==> config.mk <==
export PLATFORM = sky130hd
export DESIGN_NAME = eco32f_bus_arbiter
export DESIGN_NICKNAME = d
export VERILOG_FILES = /design/src/rtl/eco32f_bus_arbiter.sv
export SDC_FILE = /design/constraint.sdc
export NUM_CORES = 1
export LEC_CHECK = 0
export BUFFER_PORTS_ARGS = -buffer_cell sky130_fd_sc_hd__buf_2
export CORE_AREA = 3 3 129 131
export CTS_CLUSTER_SIZE = 25
export DETAILED_ROUTE_END_ITERATION = 12
export DIE_AREA = 0 0 132 134
export PLACE_DENSITY = 0.48
export RECOVER_POWER = 25
export SLEW_MARGIN = 40
export SYNTH_ARGS = -nofsm -noshare
export SYNTH_HDL_FRONTEND = slang
export SYNTH_SLANG_ARGS = --single-unit
==> constraint.sdc <==
create_clock -name clk -period 2.6 [get_ports clk]
set_input_delay 0.13 -clock clk [delete_from_list [all_inputs] [get_ports clk]]
set_output_delay 0.13 -clock clk [all_outputs]
set_load 0.03 [all_outputs]
==> src/rtl/eco32f_bus_arbiter.sv <==
// Two-requester (fetch I, LSU D) Wishbone arbiter with registered grant and stalled-strobe timeout.
// Optional macro ECO32F_ARB_ROUND_ROBIN_EN: alternate winner on simultaneous requests (default: D wins).
module eco32f_bus_arbiter #(
  parameter int TIMEOUT_CYCLES = 255
) (
  input  logic        clk,
  input  logic        rst,
  input  logic [31:0] iwbm_adr_i,
  input  logic        iwbm_cyc_i,
  input  logic        iwbm_stb_i,
  input  logic        iwbm_we_i,
  input  logic [3:0]  iwbm_sel_i,
  input  logic [2:0]  iwbm_cti_i,
  input  logic [1:0]  iwbm_bte_i,
  input  logic [31:0] iwbm_dat_i,
  output logic        iwbm_ack_o,
  output logic        iwbm_err_o,
  output logic        iwbm_rty_o,
  output logic [31:0] iwbm_dat_o,
  input  logic [31:0] dwbm_adr_i,
  input  logic        dwbm_cyc_i,
  input  logic        dwbm_stb_i,
  input  logic        dwbm_we_i,
  input  logic [3:0]  dwbm_sel_i,
  input  logic [2:0]  dwbm_cti_i,
  input  logic [1:0]  dwbm_bte_i,
  input  logic [31:0] dwbm_dat_i,
  output logic        dwbm_ack_o,
  output logic        dwbm_err_o,
  output logic        dwbm_rty_o,
  output logic [31:0] dwbm_dat_o,
  output logic [31:0] wbm_adr_o,
  output logic        wbm_cyc_o,
  output logic        wbm_stb_o,
  output logic        wbm_we_o,
  output logic [3:0]  wbm_sel_o,
  output logic [2:0]  wbm_cti_o,
  output logic [1:0]  wbm_bte_o,
  output logic [31:0] wbm_dat_o,
  input  logic        wbm_ack_i,
  input  logic        wbm_err_i,
  input  logic        wbm_rty_i,
  input  logic [31:0] wbm_dat_i
);

  localparam logic [1:0] IDLE  = 2'd0;
  localparam logic [1:0] GNT_I = 2'd1;
  localparam logic [1:0] GNT_D = 2'd2;
  localparam logic [9:0] TO_LAST = 10'(TIMEOUT_CYCLES - 1);

  logic [1:0] state;
  logic [1:0] state_nxt;
  logic [9:0] to_cnt;
  logic       gnt_i;
  logic       gnt_d;
  logic       d_wins;
  logic       granted_stb;
  logic       any_resp;
  logic       to_hit;

  assign gnt_i       = (state == GNT_I);
  assign gnt_d       = (state == GNT_D);
  assign granted_stb = (gnt_i & iwbm_stb_i) | (gnt_d & dwbm_stb_i);
  assign any_resp    = wbm_ack_i | wbm_err_i | wbm_rty_i;
  // The stall counter holds the stalled cycles already seen, so the hit lands on the N-th one.
  assign to_hit      = granted_stb & ~any_resp & (to_cnt == TO_LAST);

`ifdef ECO32F_ARB_ROUND_ROBIN_EN
  logic last_d;

  assign d_wins = ~last_d;

  always_ff @(posedge clk) begin
    if (rst) begin
      last_d <= 1'b0;
    end else if (state == IDLE && state_nxt != IDLE) begin
      last_d <= (state_nxt == GNT_D);
    end
  end
`else
  assign d_wins = 1'b1;
`endif

  always_comb begin
    state_nxt = state;
    case (state)
      IDLE: begin
        if (dwbm_cyc_i && (!iwbm_cyc_i || d_wins)) state_nxt = GNT_D;
        else if (iwbm_cyc_i)                       state_nxt = GNT_I;
        else                                       state_nxt = IDLE;
      end
      GNT_I:   if (!iwbm_cyc_i) state_nxt = IDLE;
      GNT_D:   if (!dwbm_cyc_i) state_nxt = IDLE;
      default: state_nxt = IDLE;
    endcase
  end

  always_ff @(posedge clk) begin
    if (rst) begin
      state  <= IDLE;
      to_cnt <= '0;
    end else begin
      state <= state_nxt;
      if (!granted_stb || any_resp || to_hit) to_cnt <= '0;
      else                                    to_cnt <= to_cnt + 10'd1;
    end
  end

  assign wbm_adr_o = gnt_d ? dwbm_adr_i : iwbm_adr_i;
  assign wbm_sel_o = gnt_d ? dwbm_sel_i : iwbm_sel_i;
  assign wbm_cti_o = gnt_d ? dwbm_cti_i : iwbm_cti_i;
  assign wbm_bte_o = gnt_d ? dwbm_bte_i : iwbm_bte_i;
  assign wbm_dat_o = gnt_d ? dwbm_dat_i : iwbm_dat_i;
  assign wbm_cyc_o = (gnt_i & iwbm_cyc_i) | (gnt_d & dwbm_cyc_i);
  assign wbm_we_o  = (gnt_i & iwbm_we_i)  | (gnt_d & dwbm_we_i);
  assign wbm_stb_o = granted_stb & ~to_hit;

  assign iwbm_ack_o = gnt_i & wbm_ack_i;
  assign iwbm_err_o = gnt_i & (wbm_err_i | to_hit);
  assign iwbm_rty_o = gnt_i & wbm_rty_i;
  assign dwbm_ack_o = gnt_d & wbm_ack_i;
  assign dwbm_err_o = gnt_d & (wbm_err_i | to_hit);
  assign dwbm_rty_o = gnt_d & wbm_rty_i;
  assign iwbm_dat_o = wbm_dat_i;
  assign dwbm_dat_o = wbm_dat_i;

endmodule

== Yosys cells after proc, flatten, opt, wreduce, memory -nomap -nowiden ==
Cells that the tools add are included.
Storage, ports and cells
  bits in registers: 12
  word-level logic and storage cells: 47
  input port bits: 189
Cells by class
  reduce and logical (&&, ||, !) cells: 6
  bitwise operators: 23
  multiplexer cells: 10
  equality and inequality tests: 5
  $add $sub $neg: 1
Operators with widths (number)
  2-to-1 mux 32 bit: 2
  bitwise AND 1 bit: 15
  adder 10 x 1 -> 10 bit, second input constant: 1
  == test 10 x 8 -> 1 bit, second input constant: 1
  2-to-1 mux 2 bit: 4
  bitwise OR 1 bit: 6
  case mux 2 bit (3 select lines): 1
  2-to-1 mux 4 bit: 1
  inequality test 2 bit, second input constant: 2
  2-to-1 mux 3 bit: 1
  == test 2 x 1 -> 1 bit, second input constant: 1
  == test 2 bit, second input constant: 1
  logical NOT 2 bit: 1
  logical OR 1 bit: 2
  inverter 1 bit: 2
  AND reduction 2 bit: 1
  OR reduction 2 bit: 1
  logical NOT 1 bit: 1
  2-to-1 mux 1 bit: 1

== Longest topological paths before layout ==
Gate-level depths: netlist of the first run.
  depth after elaboration: 7
  gate-level depth with buffers: 6
  depth with buffers taken out: 5

== Least setup slack after synthesis of the first run ==
Ideal clock, no wire load.
  path kind: reg2out
  from: register to_cnt[0]
  to: output port dwbm_err_o
  cell stages (with the launch flop): 6
  path slack: 485 ps
  buffers on the path: 0
  required time: 2470 ps
  arrival: 1985 ps
  path through: dfxtp_1 > inv_1 > ha_1 > or3b_1 > or4_1 > o21ai_0
Between the ends
  longest elaborated chain between the ends: 4
Ends and longest elaborated chain
  from (decl): RTL line 53  | logic [9:0] to_cnt;
  from (signal assigned): RTL line 105  | else to_cnt <= to_cnt + 10'd1;
  == test 10 x 8 -> 1 bit: RTL line 66  | assign to_hit = granted_stb & ~any_resp & (to_cnt == TO_LAST);
  bitwise AND 1 bit: RTL line 66
  bitwise OR 1 bit: RTL line 122  | assign dwbm_err_o = gnt_d & (wbm_err_i | to_hit);
  bitwise AND 1 bit: RTL line 122
  to (decl): RTL line 29  | output logic dwbm_err_o,
No other way between the ends.

== Final worst setup path of the first run ==
  from: register to_cnt[0]
  to: output port iwbm_err_o
Between the ends
  longest elaborated chain between the ends: 4
Ends and longest elaborated chain
  == test 10 x 8 -> 1 bit: RTL line 66
  bitwise AND 1 bit: RTL line 66
  bitwise OR 1 bit: RTL line 119  | assign iwbm_err_o = gnt_i & (wbm_err_i | to_hit);
  bitwise AND 1 bit: RTL line 119
  to (decl): RTL line 17  | output logic iwbm_err_o,
No other way between the ends.

==> results of run 1 <==
[report_power, final]
part	total (mW)	switching (mW)	internal (mW)
Combinational	0.607	0.395	0.211
Clock	0.277	0.0770	0.200
Sequential	0.189	0.00294	0.187
[cell families after synthesis]
kind of cell | after synthesis
buf+inv | 82
compound gates | 16
simple gates | 259
flops | 12
fa+ha+maj | 2
xor+xnor | 3
[worst min-delay path by stage]
stage / to / slack [ns] / startpoint
3_3_place_gp: dwbm_dat_o[14] / 0.26 / wbm_dat_i[14]
2_1_floorplan: state[1] / 0.20 / rst
4_1_cts: state[1] / 0.08 / rst
6_report: state[1] / 0.08 / rst
5_1_grt: state[1] / 0.08 / rst
3_5_place_dp: dwbm_dat_o[14] / 0.26 / wbm_dat_i[14]
[per-layer routing]
metal | up-vias | wire length (um) | track usage [%]
met2 | 162 | 3740 | 13.5
li1 | 1427 | - | -
met5 | - | 7 | 0
met1 | 1108 | 3010 | 8.53
met4 | 2 | 270 | 3.50
met3 | 36 | 827 | 2.29
[layout make-up]
type	count	area, um2	area share [%]
sequential	12	240	7.86
inverter	1	3.75	0.123
timing repair buffer	241	1230	40.1
multi-input combinational	280	1240	40.6
clock buffer	3	75.1	2.45
tap	216	270	8.84
[registers in the layout, indices dropped and copies added, names as in the netlist]
name,count
state,2
to_cnt,10
[synthesized netlist by cell type]
cell and n:
nor3_2 1, a22o_1 2, nand2b_1 1, nand2_1 226, buf_2 3, o31ai_1 2, nor2b_1 4, nand4_1 2
and3b_1 2, a21boi_0 1, or4_1 3, nor4b_1 1, clkbuf_1 13, or3_1 4, a211oi_1 5, xnor2_1 1
buf_1 1, dfxtp_1 12, nor4_1 1, nor3_1 5, and2_1 4, nand3_1 3, o21ai_1 1, nand3_4 1
buf_4 64, xor2_1 2, inv_1 1, o21ai_0 5, or3b_1 1, ha_1 2
==> summary.md, run 1 <==
| Metric | Value |
|---|---|
| Placed Instances | 750 |
| Cts hold-fix bufs | 0 |
| Hold Fails Final Rpt | 0 |
| Routed WL | between 7 and 8 mm |
| Syn Inst Count | 374 |
| Post-synthesis sequential area ratio | 11.9% |
| Crit path buf inv count | 2 |
| Post-synth top area share | 41.9% |
| Antenna cells | 0 |
| Yosys reg bits | 12 |
| Worst clock skew | 0.00164 ns |
| Final ANT Viol Nets | 0 |
| Fmax | 476 MHz |
| Initial core utilization | about an eighth |
| Wire per inst | 10.4 um |
| Number of library cell types mapped by synthesis | 30 |
| CP max stage delay | 0.46 ns |
| Setup repair bufs after CTS | 0 |
| Critical path arrival | slightly below 2 ns |
| Utilization after layout | 19.5% |
| Core area | approximately 16000 um2 |
| Length in cells of the worst reg-to-reg path | 5 |
| DP Wirelength | 6.47 mm |
| Initial antenna violation count | 1 |
| Worst setup path endpoint | iwbm_err_o |
| Post-synthesis compound-gate area fraction | ~5.3% |
| Vias in the first global route | 2377 |
| Htree depth | 1 |
| Mux cell area share after synthesis | 0% |
| Status | completed |
| Worst hold slack | 0.0832 ns |
| Detailed Route Iter0 Violations | 85 |
| Clock transition at the registers of the reported paths | 0.04 ns |
| Fin nets | 730 |
| Post-DP Area | between 2000 and 3000 um2 |
| Commonest non-fill, non-tap cell in the layout | buf_2 |
| Layout area overhead | 51.1% |
| Fill count | 1834 |
| Max Cap Viol | 0 |
| Setup TNS | 0 ns |
| Type of element capturing the critical path | output pin |
| Critical path's slowest cell | or4_1 |
| Startpoint Class | flop |
| Post-Syn Nets | 565 |
| Pwr dens | 351 nW/um2 |
| Cell area after synthesis | just over 2000 um2 |
| Largest family of logic cells by synthesized area | simple AND/OR/NAND/NOR gates |
| Routability Congestion | just over 0.7 |
| XOR/XNOR share of the synthesized area | 1.30% |
| Setup violations, final | 0 |
| Tightest Hold Check Type | input pin to flop |
| Leakage | 1.84 nW |
| Critical path origin | to_cnt[0] |
| Post-CTS Resized | 0 |
| Cell breakdown of the critical path | inv_1 > ha_1 > or3b_1 > or4_1 > o21ai_0 > buf_2 |
| Die Ht | 134 um |
| Most frequent cells in the layout | buf_2 (238), nand2_1 (226), dfxtp_1 (12) |
| Mean area per synthesized cell | 5.41 um2 |
| Synth area leader | nand2_1 |
| Vias per std cell | approximately 3.6 |
| DP Worst Slack | 0.748 ns |
| Post-Synth Adder-Cell Area | between 1 and 1.5% |
| Top-Level Pins | 335 |
| Final instance area | 3060 um2 |
| Crit Path Class | flop to output pin |
| Reg2Reg Capture Point | to_cnt[3] |
| DRC viols | 0 |
| Clk Latency, worst-skew pair | 0.24 ns |
| Slew margin rel. | between 40% and 50% |
| Num rows | 46 |
| DR vias | 2735 |
| Drt first pass iters | 4 |
| Synth Area in Simple Gates | 53.0% |
| Slew @ Worst Pin | 0.764 ns |
| Yosys warning count | 0 |
| RR Startpoint | to_cnt[0] |
| PortBufs | 238 |
| GRT overflow | 0 |
| Fin crit share | about four fifths |
| Peak VDD IR | 0.145 mV |
| Root Buffer | clkbuf_16 |
| First-pass GRT wire length | 11.4 mm |
| Design Power | 1.07 mW |
| GRT Total Usage | 7.66% |
| Num CTS Buffers | 3 |
| Post-route insts no fill | 753 |
| Hold path depth | 2 |
| CTS tree | built |
| Synth area leaders | nand2_1 (42%), buf_4 (24%), dfxtp_1 (12%) |
| Critical path required time | ~2.5 ns |
| Max clock buf depth | 2 |
| Die area | 17700 um2 |
| CP Depth | 6 |
| Reg2Reg Setup Slack | 0.92 ns |
| Max Transition Viols Final | 0 |
| Final setup margin | 0.500 ns |
| RSZ-0062 raised after global routing | no |
| Sink Count | 12 |
| Pin count of the biggest net entering global routing | 79 |
| Crit path max fanout | 5 |
| Share of layout cells above drive strength 1 | 46.2% |
| Die W | 132 um |
| Final worst path period need | approximately 2.1 ns |
| Delay-heaviest family, CP | simple AND/OR/NAND/NOR gates |
No activity file was read; power rests on OpenSTA's default activity.
==> run 2, diff against run 1 <==
==> constraint.sdc (replaced) <==
create_clock -name clk -period 2 [get_ports clk]
set_input_delay 0.1 -clock clk [delete_from_list [all_inputs] [get_ports clk]]
set_output_delay 0.1 -clock clk [all_outputs]
set_load 0.03 [all_outputs]
==> run 2 against run 1 <==
Effect of this change: combinational power is 32% higher; global-route usage up 0.19 points; die area is the same; design area increased by 3.2%; total power grew 36%; sequential power rose by 30%; critical path depth unchanged.
==> summary.md, run 2 (synthesis gave the netlist of run 1 again) <==
| Metric | Value |
|---|---|
| Die area | about 18000 um2 |
| Fmax | 507 MHz |
| Setup violations, final | 0 |
| Clock transition at the registers of the reported paths | around 0.040 ns |
| Worst clock skew | 0.00523 ns |
| Max Cap Viol | 0 |
| Routability Congestion | 0.727 |
| Reg2Reg Setup Slack | just over 0.5 ns |
| Root Buffer | clkbuf_16 |
| Layout area overhead | 55.9% |
| Top-Level Pins | around 340 |
| Type of element capturing the critical path | output pin |
| Startpoint Class | flop |
| Vias per std cell | 3.59 |
| Critical path origin | to_cnt[0] |
| Hold_sp | rst |
| Slew @ Worst Pin | 0.435 ns |
| RR Startpoint | to_cnt[0] |
| Fin nets | between 700 and 800 |
| Final ANT Viol Nets | 0 |
| Routed WL | 8.04 mm |
| Reg2Reg Capture Point | to_cnt[9] |
| Crit Path Class | flop to output pin |
| Clk Latency, worst-skew pair | roughly 0.24 ns |
| Design Power | 1.45 mW |
| Reg with most FFs | to_cnt |
| DP Wirelength | 6.61 mm |
| Peak VDD IR | 0.238 mV |
| Htree depth | 1 |
| Most frequent cells in the layout | buf_2 (235), nand2_1 (226), dfxtp_1 (10) |
| DRC viols | 0 |
| Crit path max fanout | 3 |
| GRT overflow | 0 |
| Worst setup path endpoint | wbm_stb_o |
| Max reg flops | 10 |
| Share of layout cells above drive strength 1 | 48.1% |
| First-pass GRT wire length | about 12 mm |
| Fill count | between 1500 and 2000 |
| Critical path arrival | 1.87 ns |
| Commonest non-fill, non-tap cell in the layout | buf_2 |
| Initial antenna violation count | 0 |
| Detailed Route Iter0 Violations | 99 |
| Hold Fails Final Rpt | 0 |
| Final worst path period need | 1.97 ns |
| Biggest regs | to_cnt x10, state x2 |
| PortBufs | 238 |
| Worst hold slack | 0.0584 ns |
| Met2 wire length | 3.91 mm |
| Die Ht | ~130 um |
| Core area | 15700 um2 |
| Vias in the first global route | ~2400 |
| Drt first pass iters | 4 |
| Length in cells of the worst reg-to-reg path | 7 |
| Status | completed |
| Num CTS Buffers | 3 |
| Metal3 WL | between 800 and 900 um |
| GRT Total Usage | 7.85% |
| Met1 WL | around 3 mm |
| Critical path required time | 1.90 ns |
| RSZ-0062 raised after global routing | yes |
| CTS tree | built |
| Hold path depth | 2 |
| Top routing layer in use | met4 |
| Max Transition Viols Final | 0 |
| DR vias | between 2000 and 3000 |
| Sink Count | 12 |
| Num rows | 46 |
| Pin count of the biggest net entering global routing | 42 |
| Slew margin rel. | 71.0% |
| Fin crit share | 98.6% |
| Antenna cells | 0 |
| Leakage | 1.88 nW |
| Initial core utilization | 12.9% |
| Die W | 132 um |
| Tightest Hold Check Type | input pin to flop |
| Wire per inst | 10.6 um |
| Max clock buf depth | 2 |
| Pwr dens | between 400 and 500 nW/um2 |
[run 2: changes by cell type in the layout (fill, tap and decap cells not counted), moves of 2 or more]
cell,previous run,this run
o21ai_0,5,3
dfxtp_1,12,10
buf_6,0,2
buf_2,238,235
buf_4,2,7
[run 2: metrics by stage]
stage	setup WS [ns]	instance area (um2)	setup TNS, ns	instances	util, %
floorplan	-0.0846	2020	-0.169	374	-
global placement	0.172	3020	0	753	19.2
detailed placement	0.173	3020	0	753	19.2
CTS	0.00726	3120	0	757	19.9
global route	-0.0192	3160	-0.0505	759	20.1
finish	0.0275	3160	0	759	20.1
[run 2: report_power, final]
group / switching, mW / internal (mW)
Sequential: 0.00394 / 0.241
Clock: 0.105 / 0.302
Combinational: 0.520 / 0.283
[run 2: per-layer routing]
layer	GRT usage, %	vias to the layer above
met5	0	-
met4	3.50	0
met3	1.91	31
met2	14.2	166
met1	8.74	1089
li1	-	1440
[run 2: worst min path at each step]
stage / endpoint / slack [ns]
floorplan: state[1] / 0.17
global placement: dwbm_dat_o[14] / 0.20
detailed placement: dwbm_dat_o[14] / 0.20
CTS: state[1] / 0.05
global route: state[1] / 0.07
finish: state[1] / 0.06
[run 2: what timing repair did]
action	in CTS	in global routing
setup endpoints to repair	3	3
pin swaps	0	0
gates resized for setup	8	8
hold buffers	0	0
setup buffers	0	2
[run 2: cell type report]
class	instances	area, um2	share of cell area, %
tap	216	270	8.56
timing repair buffer	246	1290	40.9
inverter	1	3.75	0.119
clock buffer	4	88.8	2.82
multi-input combinational	280	1260	39.8
sequential	12	245	7.77
[run 2: critical path, cell delays in order, from the launching register on]
cell	delay, ns
dfxtp_4	0.34
inv_2	0.04
ha_1	0.12
or3b_4	0.37
or4_4	0.45
a21boi_2	0.18
buf_6	0.13
==> run 3, diff against run 2 <==
--- a/config.mk
+++ b/config.mk
@@ -10,7 +10,7 @@
 export CTS_CLUSTER_SIZE = 25
 export DETAILED_ROUTE_END_ITERATION = 12
 export DIE_AREA = 0 0 132 134
-export PLACE_DENSITY = 0.48
+export PLACE_DENSITY = 0.45
 export RECOVER_POWER = 25
 export SLEW_MARGIN = 40
 export SYNTH_ARGS = -nofsm -noshare
==> run 3 against run 2 <==
Effect of this change: via count fell by 0.11%; worst setup slack gained 0.032 ns; register-to-register slack gained 0.03 ns; design area is 0.20% higher; utilization about the same; global-route usage up 0.20 points; non-clock buffer count stayed put; total power fell by 0.47%; largest power group unchanged.
==> summary.md, run 3 (synthesis gave the netlist of run 1 again) <==
| Metric | Value |
|---|---|
| Final ANT Viol Nets | 0 |
| Wire per inst | 10.6 um |
| Share of layout cells above drive strength 1 | between 40% and 50% |
| Core area | 15700 um2 |
| Delay-heaviest family, CP | simple AND/OR/NAND/NOR gates |
| Startpoint Class | flop |
| Final worst path period need | 1.94 ns |
| CTS tree | built |
| Max clock buf depth | 2 |
| Root Buffer | clkbuf_16 |
| RSZ-0062 raised after global routing | no |
| Vias in the first global route | 2442 |
| Die area | approximately 18000 um2 |
| Top-Level Pins | 335 |
| GRT Total Usage | 8.05% |
| Hold_sp | rst |
| Critical path arrival | 1.84 ns |
| Crit Path Class | flop to output pin |
| Length in cells of the worst reg-to-reg path | 7 |
| Vias per std cell | 3.59 |
| Reg with most FFs | to_cnt |
| Max reg flops | 10 |
| Fmax | 515 MHz |
| DR vias | between 2000 and 3000 |
| Clock transition at the registers of the reported paths | 0.04 ns |
| Worst clock skew | between 0.002 and 0.003 ns |
| Crit path max fanout | 3 |
| Fin nets | 735 |
| Max Cap Viol | 0 |
| Worst hold endpoint | state[1] |
| Routability Congestion | 0.690 |
| Final instance area | 3160 um2 |
| Critical path required time | between 1.5 and 2 ns |
| Critical path origin | to_cnt[0] |
| Reg2Reg Capture Point | to_cnt[9] |
| Critical path's slowest cell | or4_4 |
| Status | completed |
| Die W | 132 um |
| Leakage | approximately 1.9 nW |
| Drt first pass iters | 4 |
| Crit path buf inv count | 2 |
| Hold path depth | 2 |
| DP Wirelength | between 6 and 7 mm |
| Commonest non-fill, non-tap cell in the layout | buf_2 |
| PortBufs | 238 |
| Slew margin rel. | 74.8% |
| Layout area overhead | 56.2% |
| Htree depth | 1 |
| Max Transition Viols Final | 0 |
| Hold Fails Final Rpt | 0 |
| Antenna cells | 0 |
| Slew @ Worst Pin | 0.378 ns |
| Initial core utilization | roughly an eighth |
| Placed Instances | 753 |
| Num CTS Buffers | 3 |
| Most frequent cells in the layout | buf_2 (235), nand2_1 (226), dfxtp_1 (10) |
| Fin crit share | between 90% and 100% |
| Detailed Route Iter0 Violations | 64 |
| Die Ht | ~130 um |
| Pin count of the biggest net entering global routing | 48 |
| Worst hold slack | 0.0710 ns |
| Post-DP Area | 3030 um2 |
| Cts hold-fix bufs | 0 |
| Clk Latency, worst-skew pair | ~0.24 ns |
| Sink Count | 12 |
| Num rows | between 40 and 50 |
| RR Startpoint | to_cnt[0] |
| First-pass GRT wire length | between 10 and 15 mm |
| CP max stage delay | 0.44 ns |
| Setup TNS | 0 ns |
| DRC viols | 0 |
| Type of element capturing the critical path | output pin |
| Routed WL | around 8 mm |
| Initial antenna violation count | 0 |
| Setup violations, final | 0 |
| Pwr dens | 458 nW/um2 |
| Peak VDD IR | between 0.15 and 0.2 mV |
| Post-route insts no fill | 759 |
| Tightest Hold Check Type | input pin to flop |
| Reg2Reg Setup Slack | 0.54 ns |
| GRT overflow | 0 |
| Cell breakdown of the critical path | inv_2 > ha_1 > or3b_4 > or4_4 > o21ai_1 > buf_4 |
| Biggest regs | to_cnt x10, state x2 |
==> run 3: cell count changes in the layout (fill, tap and decap cells not counted) <==
cell / change
dfxtp_2: +1
buf_6: -1
dfxtp_4: -1
buf_12: +1
==> run 3: cell type report <==
type	count	area, um2
well taps	216	270
multi-input cells	280	1260
repair buffers	246	1300
flip-flops and latches	12	243
inverters	1	3.75
fillers	1815	12600
clock buffers	4	88.8
==> run 3: worst max path at each step <==
stage,endpoint,depth (start not counted),slack [ns]
6_report,iwbm_err_o,6,0.06
5_1_grt,dwbm_err_o,6,0.003
3_5_place_dp,dwbm_err_o,6,0.16
2_1_floorplan,dwbm_err_o,5,-0.08
4_1_cts,wbm_stb_o,6,0.02
3_3_place_gp,iwbm_err_o,6,0.19
==> run 3: report_power, final <==
part	total, mW	internal (mW)	switching (mW)
Combinational	0.800	0.286	0.514
Clock	0.402	0.301	0.100
Sequential	0.246	0.242	0.00372
Total	1.45	0.830	0.618
==> run 3: repair_timing <==
action	in CTS	in global routing
pin swaps	0	0
gates cloned	0	0
setup endpoints to repair	3	3
gates resized for setup	10	4
buffers inserted	1	1
==> run 3: layer usage <==
layer / GRT usage (%) / wire length, um / up-vias
met5: 0 / 0 / -
met4: 3.33 / 242 / 0
met3: 2.78 / 991 / 32
met2: 14.5 / 3860 / 169
met1: 8.57 / 2930 / 1083
li1: - / - / 1439
==> run 3: metrics by stage <==
step	utilization (%)	total power [mW]	worst slack [ns]
finish	20.1	1.45	0.0599
global placement	19.3	1.06	0.188
global route	20.1	1.55	0.00283
CTS	20.0	1.47	0.0242
floorplan	-	0.960	-0.0846
detailed placement	19.3	1.05	0.164
